===== src/rtl/serial_pkg.sv =====
// Shared definitions for the bit-serial datapath stages.
// Holds the default word width used by the serial arithmetic stages and the
// occupancy-state encoding used by the deserializer output buffer.
package serial_pkg;

    // Default frame width shared with the serial arithmetic stages.
    localparam int SERIAL_WORD_W = 4;

    // Buffer control state, a pure function of occupancy.
    typedef enum logic [1:0] {
        EMPTY = 2'd0,
        PART  = 2'd1,
        FULL  = 2'd2
    } occ_state_e;

    // Maps an occupancy count onto the buffer control state.
    function automatic occ_state_e occ_of(input int unsigned cnt, input int unsigned depth);
        occ_state_e s;
        if (cnt == 0) begin
            s = EMPTY;
        end else if (cnt >= depth) begin
            s = FULL;
        end else begin
            s = PART;
        end
        return s;
    endfunction

endpackage


===== src/rtl/serial_deser_if.sv =====
// Stream bundle for the deserializer: serial bit input and parallel word output.
// Ports: in_valid/in_bit (serial side), out_data/out_valid/out_ready (word side).
// master = producer/consumer environment, slave = deserializer.
interface serial_deser_if
    import serial_pkg::*;
#(
    parameter int WIDTH = SERIAL_WORD_W
);
    logic             in_valid;
    logic             in_bit;
    logic [WIDTH-1:0] out_data;
    logic             out_valid;
    logic             out_ready;

    modport master (
        output in_valid,
        output in_bit,
        output out_ready,
        input  out_data,
        input  out_valid
    );

    modport slave (
        input  in_valid,
        input  in_bit,
        input  out_ready,
        output out_data,
        output out_valid
    );
endinterface


===== src/rtl/sync_fifo.sv =====
// Purpose: DEPTH-entry synchronous FIFO with occupancy-derived EMPTY/PART/FULL control.
// Latency: a pushed word is visible on pop_data the cycle after the push edge.
// Backpressure: push while FULL is ignored unless a pop happens in the same cycle.
// Ports: clk, reset (sync, active-high), push/push_data, pop/pop_data,
//        full, empty, count (0..DEPTH).
// When empty, pop_data holds the most recently popped word (0 after reset).
module sync_fifo
    import serial_pkg::*;
#(
    parameter  int WIDTH = SERIAL_WORD_W,
    parameter  int DEPTH = 2,
    localparam int CNT_W = $clog2(DEPTH + 1),
    localparam int PTR_W = (DEPTH > 1) ? $clog2(DEPTH) : 1
) (
    input  logic             clk,
    input  logic             reset,
    input  logic             push,
    input  logic [WIDTH-1:0] push_data,
    input  logic             pop,
    output logic [WIDTH-1:0] pop_data,
    output logic             full,
    output logic             empty,
    output logic [CNT_W-1:0] count
);

    logic [WIDTH-1:0] mem [DEPTH];
    logic [PTR_W-1:0] rd_ptr;
    logic [PTR_W-1:0] wr_ptr;
    logic [CNT_W-1:0] count_q;
    logic [CNT_W-1:0] count_n;
    logic [WIDTH-1:0] last_q;
    occ_state_e       state_q;
    occ_state_e       state_n;
    logic             do_push;
    logic             do_pop;

    // Explicit wrap keeps this correct for DEPTH == 1 as well.
    function automatic logic [PTR_W-1:0] ptr_inc(input logic [PTR_W-1:0] p);
        return (p == PTR_W'(DEPTH - 1)) ? '0 : p + 1'b1;
    endfunction

    assign do_pop  = pop && (state_q != EMPTY);
    // A full buffer still accepts a word when the head leaves in the same cycle.
    assign do_push = push && ((state_q != FULL) || do_pop);

    always_comb begin
        count_n = count_q;
        state_n = state_q;
        case ({do_push, do_pop})
            2'b10:   count_n = count_q + 1'b1;
            2'b01:   count_n = count_q - 1'b1;
            default: count_n = count_q;
        endcase
        state_n = occ_of(32'(count_n), 32'(DEPTH));
    end

    always_ff @(posedge clk) begin
        if (reset) begin
            state_q <= EMPTY;
            count_q <= '0;
            rd_ptr  <= '0;
            wr_ptr  <= '0;
            last_q  <= '0;
        end else begin
            state_q <= state_n;
            count_q <= count_n;
            if (do_push) begin
                wr_ptr <= ptr_inc(wr_ptr);
            end
            if (do_pop) begin
                rd_ptr <= ptr_inc(rd_ptr);
                last_q <= mem[rd_ptr];
            end
        end
    end

    // Storage carries no reset; contents are only observed while non-empty.
    always_ff @(posedge clk) begin
        if (do_push) begin
            mem[wr_ptr] <= push_data;
        end
    end

    assign pop_data = (state_q == EMPTY) ? last_q : mem[rd_ptr];
    assign full     = (state_q == FULL);
    assign empty    = (state_q == EMPTY);
    assign count    = count_q;

endmodule


===== src/rtl/serial_deser.sv =====
// Purpose: reassembles LSB-first WIDTH-bit serial frames into words and buffers them.
// Latency: word appears on out_data/out_valid the cycle after its last bit's edge.
// Backpressure: out_ready stalls the buffer; a word completing into a full buffer
//               with no pop is dropped and latches the sticky overflow flag.
// Ports: clk, reset (sync, active-high), bus (serial_deser_if.slave: in_valid,
//        in_bit, out_data, out_valid, out_ready), overflow, clr_overflow, frame_pos.
// Optional SERIAL_DESER_STATS_EN adds word_count (popped, wrapping) and
// drop_count (dropped, saturating).
module serial_deser
    import serial_pkg::*;
#(
    parameter  int WIDTH = SERIAL_WORD_W,
    parameter  int DEPTH = 2,
    localparam int POS_W = $clog2(WIDTH),
    localparam int CNT_W = $clog2(DEPTH + 1)
) (
    input  logic             clk,
    input  logic             reset,
    serial_deser_if.slave    bus,
    output logic             overflow,
    input  logic             clr_overflow,
    output logic [POS_W-1:0] frame_pos
`ifdef SERIAL_DESER_STATS_EN
    ,
    output logic [15:0]      word_count,
    output logic [7:0]       drop_count
`endif
);

    logic [POS_W-1:0] pos_q;
    // The top bit never needs storing: it arrives on in_bit in the completion cycle.
    logic [WIDTH-2:0] asm_q;
    logic             frame_done;
    logic [WIDTH-1:0] word;
    logic             pop;
    logic             drop;
    logic             fifo_full;
    logic             fifo_empty;
    logic [CNT_W-1:0] fifo_count;
    logic [WIDTH-1:0] fifo_data;
    logic             overflow_q;

    assign frame_done = bus.in_valid && (pos_q == POS_W'(WIDTH - 1));
    assign word       = {bus.in_bit, asm_q};
    assign pop        = !fifo_empty && bus.out_ready;
    assign drop       = frame_done && fifo_full && !pop;

    // Frame alignment advances only on valid bits, so stalls and drops never shift it.
    always_ff @(posedge clk) begin
        if (reset) begin
            pos_q <= '0;
            asm_q <= '0;
        end else if (bus.in_valid) begin
            pos_q <= (pos_q == POS_W'(WIDTH - 1)) ? '0 : pos_q + 1'b1;
            for (int i = 0; i < WIDTH - 1; i++) begin
                if (pos_q == POS_W'(i)) begin
                    asm_q[i] <= bus.in_bit;
                end
            end
        end
    end

    sync_fifo #(
        .WIDTH (WIDTH),
        .DEPTH (DEPTH)
    ) u_fifo (
        .clk       (clk),
        .reset     (reset),
        .push      (frame_done),
        .push_data (word),
        .pop       (pop),
        .pop_data  (fifo_data),
        .full      (fifo_full),
        .empty     (fifo_empty),
        .count     (fifo_count)
    );

    // Set has priority over clear so a drop is never lost to a concurrent clear.
    always_ff @(posedge clk) begin
        if (reset) begin
            overflow_q <= 1'b0;
        end else if (drop) begin
            overflow_q <= 1'b1;
        end else if (clr_overflow) begin
            overflow_q <= 1'b0;
        end
    end

`ifdef SERIAL_DESER_STATS_EN
    always_ff @(posedge clk) begin
        if (reset) begin
            word_count <= '0;
            drop_count <= '0;
        end else begin
            if (clr_overflow) begin
                word_count <= pop ? 16'd1 : 16'd0;
            end else if (pop) begin
                word_count <= word_count + 16'd1;
            end
            if (clr_overflow) begin
                drop_count <= drop ? 8'd1 : 8'd0;
            end else if (drop && (drop_count != 8'hFF)) begin
                drop_count <= drop_count + 8'd1;
            end
        end
    end
`endif

    assign bus.out_data  = fifo_data;
    assign bus.out_valid = (fifo_count != '0);
    assign overflow      = overflow_q;
    assign frame_pos     = pos_q;

endmodule


===== src/flat_wrapper.sv =====
// flat-port wrapper written by rule: the top's interface ports become plain ports
module serial_deser_flat import serial_pkg::*;
#(
    parameter  int WIDTH = SERIAL_WORD_W,
    parameter  int DEPTH = 2,
    localparam int POS_W = $clog2(WIDTH),
    localparam int CNT_W = $clog2(DEPTH + 1)
)
  (clk, reset, overflow, clr_overflow, frame_pos, bus_in_valid, bus_in_bit, bus_out_ready, bus_out_data, bus_out_valid);
  serial_deser_if #(.WIDTH(WIDTH)) bus_i ();
  input  logic clk;
  input  logic reset;
  output logic overflow;
  input  logic clr_overflow;
  output logic [POS_W-1:0] frame_pos;
  input wire logic [$bits(bus_i.in_valid)-1:0] bus_in_valid;
  input wire logic [$bits(bus_i.in_bit)-1:0] bus_in_bit;
  input wire logic [$bits(bus_i.out_ready)-1:0] bus_out_ready;
  output wire logic [$bits(bus_i.out_data)-1:0] bus_out_data;
  output wire logic [$bits(bus_i.out_valid)-1:0] bus_out_valid;
  assign bus_i.in_valid = bus_in_valid;
  assign bus_i.in_bit = bus_in_bit;
  assign bus_i.out_ready = bus_out_ready;
  assign bus_out_data = bus_i.out_data;
  assign bus_out_valid = bus_i.out_valid;
  serial_deser #(.WIDTH(WIDTH), .DEPTH(DEPTH)) u_core (.clk(clk), .reset(reset), .bus(bus_i), .overflow(overflow), .clr_overflow(clr_overflow), .frame_pos(frame_pos));
endmodule

===== config.mk =====
export PLATFORM = sky130hd
export DESIGN_NAME = serial_deser_flat
export DESIGN_NICKNAME = d
export VERILOG_FILES = /design/src/rtl/serial_pkg.sv /design/src/rtl/serial_deser_if.sv /design/src/rtl/sync_fifo.sv /design/src/rtl/serial_deser.sv /design/src/flat_wrapper.sv
export SDC_FILE = /design/constraint.sdc
export NUM_CORES = 1
export LEC_CHECK = 0
export ABC_AREA = 1
export CAP_MARGIN = 10
export CORE_MARGIN = 5
export CORE_UTILIZATION = 57
export DETAILED_ROUTE_END_ITERATION = 12
export HOLD_SLACK_MARGIN = 0.02
export PLACE_DENSITY = 0.81
export SLEW_MARGIN = 20
export SYNTH_ARGS = -nofsm -noshare
export SYNTH_HDL_FRONTEND = slang
export SYNTH_HIERARCHICAL = 1
export SYNTH_SLANG_ARGS = --single-unit

===== constraint.sdc =====
create_clock -name clk -period 2.97 [get_ports clk]
set_input_delay 0.4455 -clock clk [delete_from_list [all_inputs] [get_ports clk]]
set_output_delay 0.4455 -clock clk [all_outputs]
set_load 0.005 [all_outputs]

==> impl_metrics.env, run 1 <==
export IMPL_status="finished clean"
export IMPL_final_layout_size_suffix_gt1_share_pct=13.5
export IMPL_period_minus_slack_ns=2.13
export IMPL_antenna_found_initial=0
export IMPL_ys_ff_latch=25
export IMPL_die_x_um=54.7
export IMPL_cts_htree_levels=1
export IMPL_grt_setup_unrepaired="false"
export IMPL_setup_viol=0
export IMPL_finalHoldViolations=0
export IMPL_hp_class="reg2reg"
export IMPL_syn_num_nets=137
export IMPL_grt_pass1_vias=787
export IMPL_dp_hpwl_mm=1.41
export IMPL_final_nets=152
export IMPL_grt_usage_pct=15.4
export IMPL_drt_iter0_drc=18
export IMPL_cts_setup_buffers=0
export IMPL_fin_worst_skew_ns=0.00233
export IMPL_antenna_left=0
export IMPL_core_area_um2=1940
export IMPL_grt_pass1_wl_mm=3.19
export IMPL_path_cells="mux2_2, nand2_1, o21ai_0, clkdlybuf4s50_1"
export IMPL_critical_path_required_ns=2.52
export IMPL_maxClockFrequency_ghz=0.469
export IMPL_p_leak_nw=0.495
export IMPL_fin_setup_tns_ns=0
export IMPL_path_clk_slew_ns=0.12
export IMPL_fin_crit_sh_pct=71.8
export IMPL_diodes=0
export IMPL_layout_common_cells="22 x inv_1, 20 x nand2_1, 17 x dfxtp_1"
export IMPL_detail_route_wl_per_cell_um=11.0
export IMPL_ys_warnings_count=6
export IMPL_syn_area_per_cell_um2=8.97
export IMPL_drv_slew=0
export IMPL_irDropWorstVdd_v=0.000352
export IMPL_path_delay_family="buffers and inverters"
export IMPL_cp_max_fo=4
export IMPL_drcViolationCount=0
export IMPL_max_stage_delay_ns=0.45
export IMPL_fp_dieH_um=54.7
export IMPL_fp_row_count=16
export IMPL_fin_total_pwr_mw=0.557
export IMPL_fillerInstances=176
export IMPL_first_pass_iters=4
export IMPL_syn_cell_area_um2=1140
export IMPL_place_congestion=0.711
export IMPL_design_die_area_um2=2990
export IMPL_vias=831
export IMPL_wl_mm=1.84
export IMPL_clk_path_buf_depth=2
export IMPL_cp_end_kind="primary output"
export IMPL_final_common_cell="inv_1"
export IMPL_io_buffers=13
export IMPL_grt_max_degree=15
export IMPL_timing_hold_ws_ns=0.461
export IMPL_io_pins=14
export IMPL_cts_root_buf="clkbuf_4"
export IMPL_r2r_setup_slack_ns=0.94
export IMPL_clkLatencyLatePin_ns=0.30
export IMPL_pwr_density_cell_nw_per_um2=429
export IMPL_cts_resized=0
export IMPL_grt_overflow_total=0
export IMPL_cts_buffers=3
export IMPL_slew_headroom_pct=73.5
export IMPL_tightest_slew_ns=0.396
export IMPL_seq_area_frac_synth_pct=51.0
export IMPL_crit_buf_inv=1
export IMPL_worst_path_max_delay_cell="clkdlybuf4s50_1"
export IMPL_cts_hold_buf=0
export IMPL_critPathArrivalTime_ns=1.69
export IMPL_crit_path_start_kind="flip-flop"
export IMPL_cts_tree="done"
export IMPL_area_growth_pct=14.1
export IMPL_syn_inst=127
export IMPL_clock_sinks=25
export IMPL_routed_via_density=4.95
export IMPL_maxCapViolCount=0
export IMPL_synth_cell_types=22
export IMPL_critical_path_class="reg2out"
export IMPL_start_util_pct=58.6
## sequential cells by signal (all words and copies together) (netlist names), named ones only
register and cells:
u_core/u_fifo/last_q 4, u_core/frame_pos 2, u_core/asm_q 3, u_core/u_fifo/wr_ptr 1
u_core/u_fifo/mem 8, u_core/overflow 1, u_core/u_fifo/count 2, u_core/u_fifo/rd_ptr 1
u_core/u_fifo/state_q 2
## per-layer routing
layer	share of wire (%)	up-vias	track usage (%)
met5	0	-	0
met4	1.4	0	9.96
met3	6.0	2	3.54
met2	50	16	25.6
met1	43	380	17.5
li1	-	433	-
## where the power goes
part	total, mW	switching (mW)	internal [mW]	leakage [nW]
clock network	0.141	0.0888	0.0523	0.0150
registers	0.365	0.00616	0.359	0.209
logic	0.0514	0.0262	0.0253	0.271
total	0.557	0.121	0.436	0.495
## synthesized netlist by cell type (all sizes together)
master	count	area share, %
buf	3	2.6
xnor2	1	0.77
mux2	4	4.0
nand2	24	9.2
edfxtp	8	21
or2	1	0.55
nor2	8	3.1
o211ai	1	0.66
inv	23	7.6
a21oi	13	6.0
dfxtp	17	30
nand3	8	4.8
ha	4	4.4
o21ai	10	4.4
nor3	2	0.88
## final timing paths
kind	endpoint	cells after the start	start
setup / recovery	bus_out_data[2]	4	flip-flop
hold / removal	u_core/u_fifo/last_q[0]$_SDFFE_PP0N_	2	u_core/u_fifo/last_q[0]$_SDFFE_PP0N_
setup reg to reg	u_core/u_fifo/mem[1][1]$_DFFE_PP_	10	u_core/u_fifo/state_q[0]$_SDFF_PP0_
hold reg to reg	u_core/u_fifo/last_q[0]$_SDFFE_PP0N_	2	u_core/u_fifo/last_q[0]$_SDFFE_PP0N_
## cell type report
type	count	area (um^2)	area share, %
well taps	27	33.8	2.60
repair buffers	13	130	10.0
multi-input cells	76	442	34.0
inverters	23	86.3	6.65
clock buffers	4	26.3	2.02
flip-flops and latches	25	581	44.7
## worst reg2reg max path: cells and delay by family, from the launching register on
kind	cells	cell delay, ns
buf+inv	4	0.27
flops	1	0.38
simple gates	6	1.05
## kinds of logic (layout without fill, tap and decap cells)
| family | after synthesis | count (layout) | synth area share, % |
|---|---|---|---|
| compound gates | 24 | 24 | 11.1 |
| xor+xnor | 1 | 1 | 0.769 |
| flops | 25 | 25 | 51.0 |
| fa+ha+maj | 4 | 4 | 4.40 |
| simple gates | 43 | 43 | 18.6 |
| mux | 4 | 4 | 3.96 |
| buf+inv | 26 | 40 | 10.2 |
## through the flow
stage	std cells	utilization, %	worst slack, ns	instance area, um^2
after floorplan	127	-	1.36	1140
after global placement	164	65.5	0.857	1270
after detailed placement	164	65.5	0.734	1270
after CTS	168	66.9	0.802	1300
after global routing	168	66.9	0.718	1300
final	168	66.9	0.837	1300
Power figures use the tool's default switching activity.
==> run 2: changes to the inputs <==
--- a/config.mk
+++ b/config.mk
@@ -8,10 +8,10 @@
 export ABC_AREA = 1
 export CAP_MARGIN = 10
 export CORE_MARGIN = 5
-export CORE_UTILIZATION = 57
+export CORE_UTILIZATION = 53
 export DETAILED_ROUTE_END_ITERATION = 12
 export HOLD_SLACK_MARGIN = 0.02
-export PLACE_DENSITY = 0.81
+export PLACE_DENSITY = 0.77
 export SLEW_MARGIN = 20
 export SYNTH_ARGS = -nofsm -noshare
 export SYNTH_HDL_FRONTEND = slang
==> constraint.sdc (replaced) <==
create_clock -name clk -period 2 [get_ports clk]
set_input_delay 0.3 -clock clk [delete_from_list [all_inputs] [get_ports clk]]
set_output_delay 0.3 -clock clk [all_outputs]
set_load 0.005 [all_outputs]
==> run 2 against run 1 <==
Against the previous run:
- clock skew grew 0.0019 ns
- count of clock-buffer cells in the layout shrank 1
- core utilization shrank 0.38 points
- final cell count grew 1.8%
- largest cell class unchanged
- largest power group unchanged
==> impl_metrics.env, run 2 (synthesis gave the netlist of run 1 again) <==
export IMPL_first_pass_iters=4
export IMPL_routed_via_density=4.87
export IMPL_route_met3_wl_um=84
export IMPL_critical_path_class="reg2out"
export IMPL_cp_end_kind="primary output"
export IMPL_diodes=0
export IMPL_antenna_found_initial=0
export IMPL_status="finished clean"
export IMPL_drt_iter0_drc=31
export IMPL_hp_start="u_core/u_fifo/last_q[1]$_SDFFE_PP0N_"
export IMPL_wl_mm=1.94
export IMPL_layout_common_cells="22 x inv_1, 20 x nand2_1, 16 x dfxtp_1"
export IMPL_path_delay_family="buffers and inverters"
export IMPL_io_buffers=13
export IMPL_postPlaceCellArea_um2=1290
export IMPL_clock_sinks=25
export IMPL_area_growth_pct=16.9
export IMPL_fp_row_count=16
export IMPL_top_regs="u_core/u_fifo/mem: 8 flops, u_core/u_fifo/last_q: 4 flops, u_core/asm_q: 3 flops"
export IMPL_largest_reg_flops=8
export IMPL_vias=832
export IMPL_die_x_um=56.4
export IMPL_antenna_left=0
export IMPL_grt_pass1_vias=846
export IMPL_clockPowerShare_pct=26.3
export IMPL_irDropWorstVdd_v=0.000549
export IMPL_crit_buf_inv=1
export IMPL_pwr_density_cell_nw_per_um2=634
export IMPL_grt_overflow_total=0
export IMPL_setup_viol=0
export IMPL_clk_path_buf_depth=2
export IMPL_detail_route_wl_per_cell_um=11.4
export IMPL_fin_setup_tns_ns=0
export IMPL_critPathArrivalTime_ns=1.63
export IMPL_grt_usage_pct=14.0
export IMPL_cts_tree="done"
export IMPL_start_util_pct=56.9
export IMPL_crit_path_start_kind="flip-flop"
export IMPL_core_area_um2=2000
export IMPL_path_clk_slew_ns=0.13
export IMPL_worst_path_max_delay_cell="clkdlybuf4s50_1"
export IMPL_finalHoldViolations=0
export IMPL_grt_pass1_wl_mm=3.53
export IMPL_final_nets=155
export IMPL_swShare_pct=23.4
export IMPL_internal_power_mw=0.647
export IMPL_dp_cells=167
export IMPL_fp_dieH_um=56.4
export IMPL_slew_headroom_pct=72.9
export IMPL_fin_worst_skew_ns=0.00421
export IMPL_wirelength_met1_um=848
export IMPL_dp_hpwl_mm=1.54
export IMPL_fin_area_um2=1330
export IMPL_rr_startpoint="u_core/u_fifo/state_q[0]$_SDFF_PP0_"
export IMPL_io_pins=14
export IMPL_seq_power_share_pct=64.0
export IMPL_cp_max_fo=4
export IMPL_maxCapViolCount=0
export IMPL_critical_path_required_ns=1.70
export IMPL_largest_register="u_core/u_fifo/mem"
export IMPL_grt_max_degree=15
export IMPL_fillerInstances=180
export IMPL_switchingPower_mw=0.197
export IMPL_clkLatencyLatePin_ns=0.31
export IMPL_fin_util_pct=66.5
export IMPL_period_minus_slack_ns=1.93
export IMPL_hp_class="reg2reg"
export IMPL_combPwrFrac_pct=9.7
export IMPL_cts_htree_levels=1
export IMPL_design_die_area_um2=3180
export IMPL_route_met2_wl_um=991
export IMPL_highest_layer="met4"
export IMPL_grt_setup_unrepaired="false"
export IMPL_final_layout_size_suffix_gt1_share_pct=16.7
export IMPL_place_congestion=0.828
export IMPL_maxClockFrequency_ghz=0.517
export IMPL_cts_root_buf="clkbuf_4"
export IMPL_final_common_cell="inv_1"
export IMPL_drv_slew=0
export IMPL_path_cells="mux2_2, nand2_1, o21ai_0, clkdlybuf4s50_1"
export IMPL_p_leak_nw=0.513
export IMPL_cts_buffers=3
export IMPL_tightest_slew_ns=0.405
export IMPL_stdcell_count=171
export IMPL_fin_crit_sh_pct=96.7
export IMPL_drcViolationCount=0
export IMPL_max_stage_delay_ns=0.45
-- run 2: timing repair --
item	4_1_cts	5_1_grt
setup endpoints to repair	2	8
hold buffers	0	0
resized for setup	1	2
setup buffers	0	0
-- run 2: through the flow --
step / hold WS, ns / worst slack [ns] / power, mW
detailed placement: 0.442 / 0.140 / 0.635
global route: 0.489 / 0.00276 / 0.888
CTS: 0.460 / 0.0430 / 0.851
global placement: 0.434 / 0.257 / 0.631
finish: 0.453 / 0.0661 / 0.844
floorplan: 0.369 / 0.386 / 0.599
-- run 2: routing by layer --
| layer | up-vias | track usage (%) |
|---|---|---|
| met5 | - | 0 |
| met4 | 0 | 4.75 |
| met3 | 2 | 3.44 |
| met2 | 22 | 24.9 |
| met1 | 367 | 16.4 |
| li1 | 441 | - |
-- run 2: final timing paths --
check,cells after the start,end,slack [ns]
hold reg to reg,2,u_core/u_fifo/last_q[1]$_SDFFE_PP0N_,0.45
hold / removal,2,u_core/u_fifo/last_q[1]$_SDFFE_PP0N_,0.45
setup reg to reg,10,u_core/u_fifo/mem[0][1]$_DFFE_PP_,0.27
setup / recovery,4,bus_out_data[3],0.07
-- run 2: power by group through the flow --
stage / clock, mW / combinational, mW / sequential, mW
final: 0.222 / 0.0820 / 0.540
after global routing: 0.255 / 0.0910 / 0.543
after CTS: 0.227 / 0.0821 / 0.542
after detailed placement: 0 / 0.0821 / 0.553
after global placement: 0 / 0.0786 / 0.553
after floorplan: 0 / 0.0471 / 0.551
-- run 2: layout make-up --
type / count / area, um^2 / share of cell area, %
Clock buffer: 3 / 22.5 / 1.69
Clock inverter: 1 / 5.00 / 0.376
Inverter: 23 / 86.3 / 6.48
Multi-Input combinational cell: 76 / 447 / 33.6
Sequential cell: 25 / 584 / 43.9
Tap cell: 27 / 33.8 / 2.54
Timing Repair Buffer: 16 / 153 / 11.5
-- run 2: tightest hold or removal path, delay by kind of cell (launching register included) --
| kind | cells | cell delay, ns |
|---|---|---|
| buf+inv | 1 | 0.05 |
| compound gates | 1 | 0.05 |
| flops | 1 | 0.32 |
==> run 3: changes to the inputs <==
--- a/config.mk
+++ b/config.mk
@@ -8,10 +8,12 @@
 export ABC_AREA = 1
 export CAP_MARGIN = 10
 export CORE_MARGIN = 5
-export CORE_UTILIZATION = 53
+export CORE_UTILIZATION = 56
+export CTS_BUF_LIST = sky130_fd_sc_hd__clkbuf_4
+export CTS_CLUSTER_SIZE = 10
 export DETAILED_ROUTE_END_ITERATION = 12
 export HOLD_SLACK_MARGIN = 0.02
-export PLACE_DENSITY = 0.77
+export PLACE_DENSITY = 0.8
 export SLEW_MARGIN = 20
 export SYNTH_ARGS = -nofsm -noshare
 export SYNTH_HDL_FRONTEND = slang
==> run 3 against run 2 <==
Against the previous run:
- fmax increased by 1.8%
- combinational power shrank 2%
- register-to-register slack better by 0.02 ns
- via count up 2.0%
- sequential share of layout area down 0.27 points
- clock skew grew 0.0052 ns
==> impl_metrics.env, run 3 (synthesis gave the netlist of run 1 again) <==
export IMPL_status="finished clean"
export IMPL_critical_path_class="reg2out"
export IMPL_wl_mm=2.01
export IMPL_hp_class="reg2reg"
export IMPL_cts_tree="done"
export IMPL_diodes=0
export IMPL_cp_end_kind="primary output"
export IMPL_crit_buf_inv=1
export IMPL_top_regs="u_core/u_fifo/mem: 8 flops, u_core/u_fifo/last_q: 4 flops, u_core/asm_q: 3 flops"
export IMPL_fin_worst_skew_ns=0.00938
export IMPL_grt_overflow_total=0
export IMPL_path_cells="mux2_2, nand2_1, o21ai_0, clkdlybuf4s50_1"
export IMPL_grt_usage_pct=15.3
export IMPL_fp_dieH_um=55.1
export IMPL_maxCapViolCount=0
export IMPL_path_clk_slew_ns=0.12
export IMPL_worst_path_max_delay_cell="clkdlybuf4s50_1"
export IMPL_timing_hold_ws_ns=0.461
export IMPL_cts_buffers=3
export IMPL_start_util_pct=58.6
export IMPL_cts_hold_buf=0
export IMPL_detail_route_wl_per_cell_um=11.7
export IMPL_setup_viol=0
export IMPL_max_stage_delay_ns=0.45
export IMPL_fin_crit_sh_pct=95.0
export IMPL_stdcell_count=171
export IMPL_drcViolationCount=0
export IMPL_multi_input_area_um2=447
export IMPL_grt_pass1_vias=832
export IMPL_io_pins=14
export IMPL_period_minus_slack_ns=1.90
export IMPL_fillerInstances=168
export IMPL_core_area_um2=1940
export IMPL_final_nets=155
export IMPL_path_delay_family="buffers and inverters"
export IMPL_cp_max_fo=4
export IMPL_antenna_left=0
export IMPL_slew_headroom_pct=74.6
export IMPL_clk_path_buf_depth=2
export IMPL_p_leak_nw=0.570
export IMPL_finalHoldViolations=0
export IMPL_clock_sinks=25
export IMPL_irDropWorstVdd_v=0.000512
export IMPL_grt_pass1_wl_mm=3.29
export IMPL_critPathArrivalTime_ns=1.60
export IMPL_die_x_um=55.1
export IMPL_fin_util_pct=69.1
export IMPL_drv_slew=0
export IMPL_largest_reg_flops=8
export IMPL_largest_register="u_core/u_fifo/mem"
export IMPL_grt_setup_unrepaired="false"
export IMPL_fin_setup_tns_ns=0
export IMPL_clkLatencyLatePin_ns=0.31
export IMPL_critical_path_required_ns=1.70
export IMPL_grt_max_degree=14
export IMPL_regArea_um2=586
export IMPL_final_layout_size_suffix_gt1_share_pct=17.4
export IMPL_dp_cells=167
export IMPL_area_growth_pct=17.9
export IMPL_place_congestion=0.788
export IMPL_routed_via_density=4.96
export IMPL_design_die_area_um2=3030
export IMPL_antenna_found_initial=0
export IMPL_vias=849
export IMPL_maxClockFrequency_ghz=0.526
export IMPL_first_pass_iters=3
export IMPL_drt_iter0_drc=5
export IMPL_cts_htree_levels=1
export IMPL_io_buffers=13
export IMPL_pwr_density_cell_nw_per_um2=632
export IMPL_cts_setup_buffers=0
export IMPL_final_common_cell="inv_1"
export IMPL_crit_path_start_kind="flip-flop"
export IMPL_layout_common_cells="22 x inv_1, 20 x nand2_1, 15 x dfxtp_1"
export IMPL_cts_root_buf="clkbuf_4"
export IMPL_tightest_slew_ns=0.380
export IMPL_dp_hpwl_mm=1.53
export IMPL_fp_row_count=16
==> run 3: worst paths after layout <==
path	cells after the start	slack, ns	from	endpoint
worst min-delay path	2	0.46	u_core/u_fifo/last_q[0]$_SDFFE_PP0N_	u_core/u_fifo/last_q[0]$_SDFFE_PP0N_
worst max-delay path	4	0.10	flip-flop	bus_out_data[3]
worst max register to register	10	0.29	u_core/u_fifo/state_q[0]$_SDFF_PP0_	u_core/u_fifo/mem[1][1]$_DFFE_PP_
worst min register to register	2	0.46	u_core/u_fifo/last_q[0]$_SDFFE_PP0N_	u_core/u_fifo/last_q[0]$_SDFFE_PP0N_
==> run 3: final cells by class <==
| cell class | count | area share [%] |
|---|---|---|
| Clock buffer | 4 | 2.24 |
| Inverter | 23 | 6.43 |
| Multi-Input combinational cell | 76 | 33.3 |
| Sequential cell | 25 | 43.6 |
| Tap cell | 27 | 2.52 |
| Timing Repair Buffer | 16 | 11.9 |
==> run 3: worst register-to-register path: cells and delay by family (launching register included) <==
family	cells	cell delay (ns)
buffers and inverters	4	0.28
flip-flops	1	0.38
AND/OR/NAND/NOR	6	0.71
==> run 3: where the power goes <==
part           switching (mW)  total [mW]  internal (mW)
clock network           0.136       0.227         0.0913
logic                  0.0403      0.0806         0.0403
registers             0.00957       0.541          0.531
total                   0.186       0.849          0.663
==> run 3: repair_timing <==
action / 4_1_cts / 5_1_grt
endpoints found under the hold margin: 0 / 0
gates resized for setup: 1 / 6
setup endpoints to repair: 2 / 4
==> run 3: per-layer routing <==
layer | vias to the layer above | global-route usage (%) | routed length [um]
met5 | - | 0 | 0
met4 | 0 | 6.07 | 13
met3 | 2 | 2.68 | 67
met2 | 12 | 29.3 | 1050
met1 | 392 | 16.4 | 873
li1 | 443 | - | -
==> run 3: metrics by stage <==
stage / worst slack (ns) / cell area, um^2 / power (mW)
floorplan: 0.386 / 1140 / 0.599
global placement: 0.269 / 1290 / 0.631
detailed placement: 0.195 / 1290 / 0.634
CTS: 0.0355 / 1330 / 0.858
global route: 0.0207 / 1340 / 0.889
finish: 0.100 / 1340 / 0.849
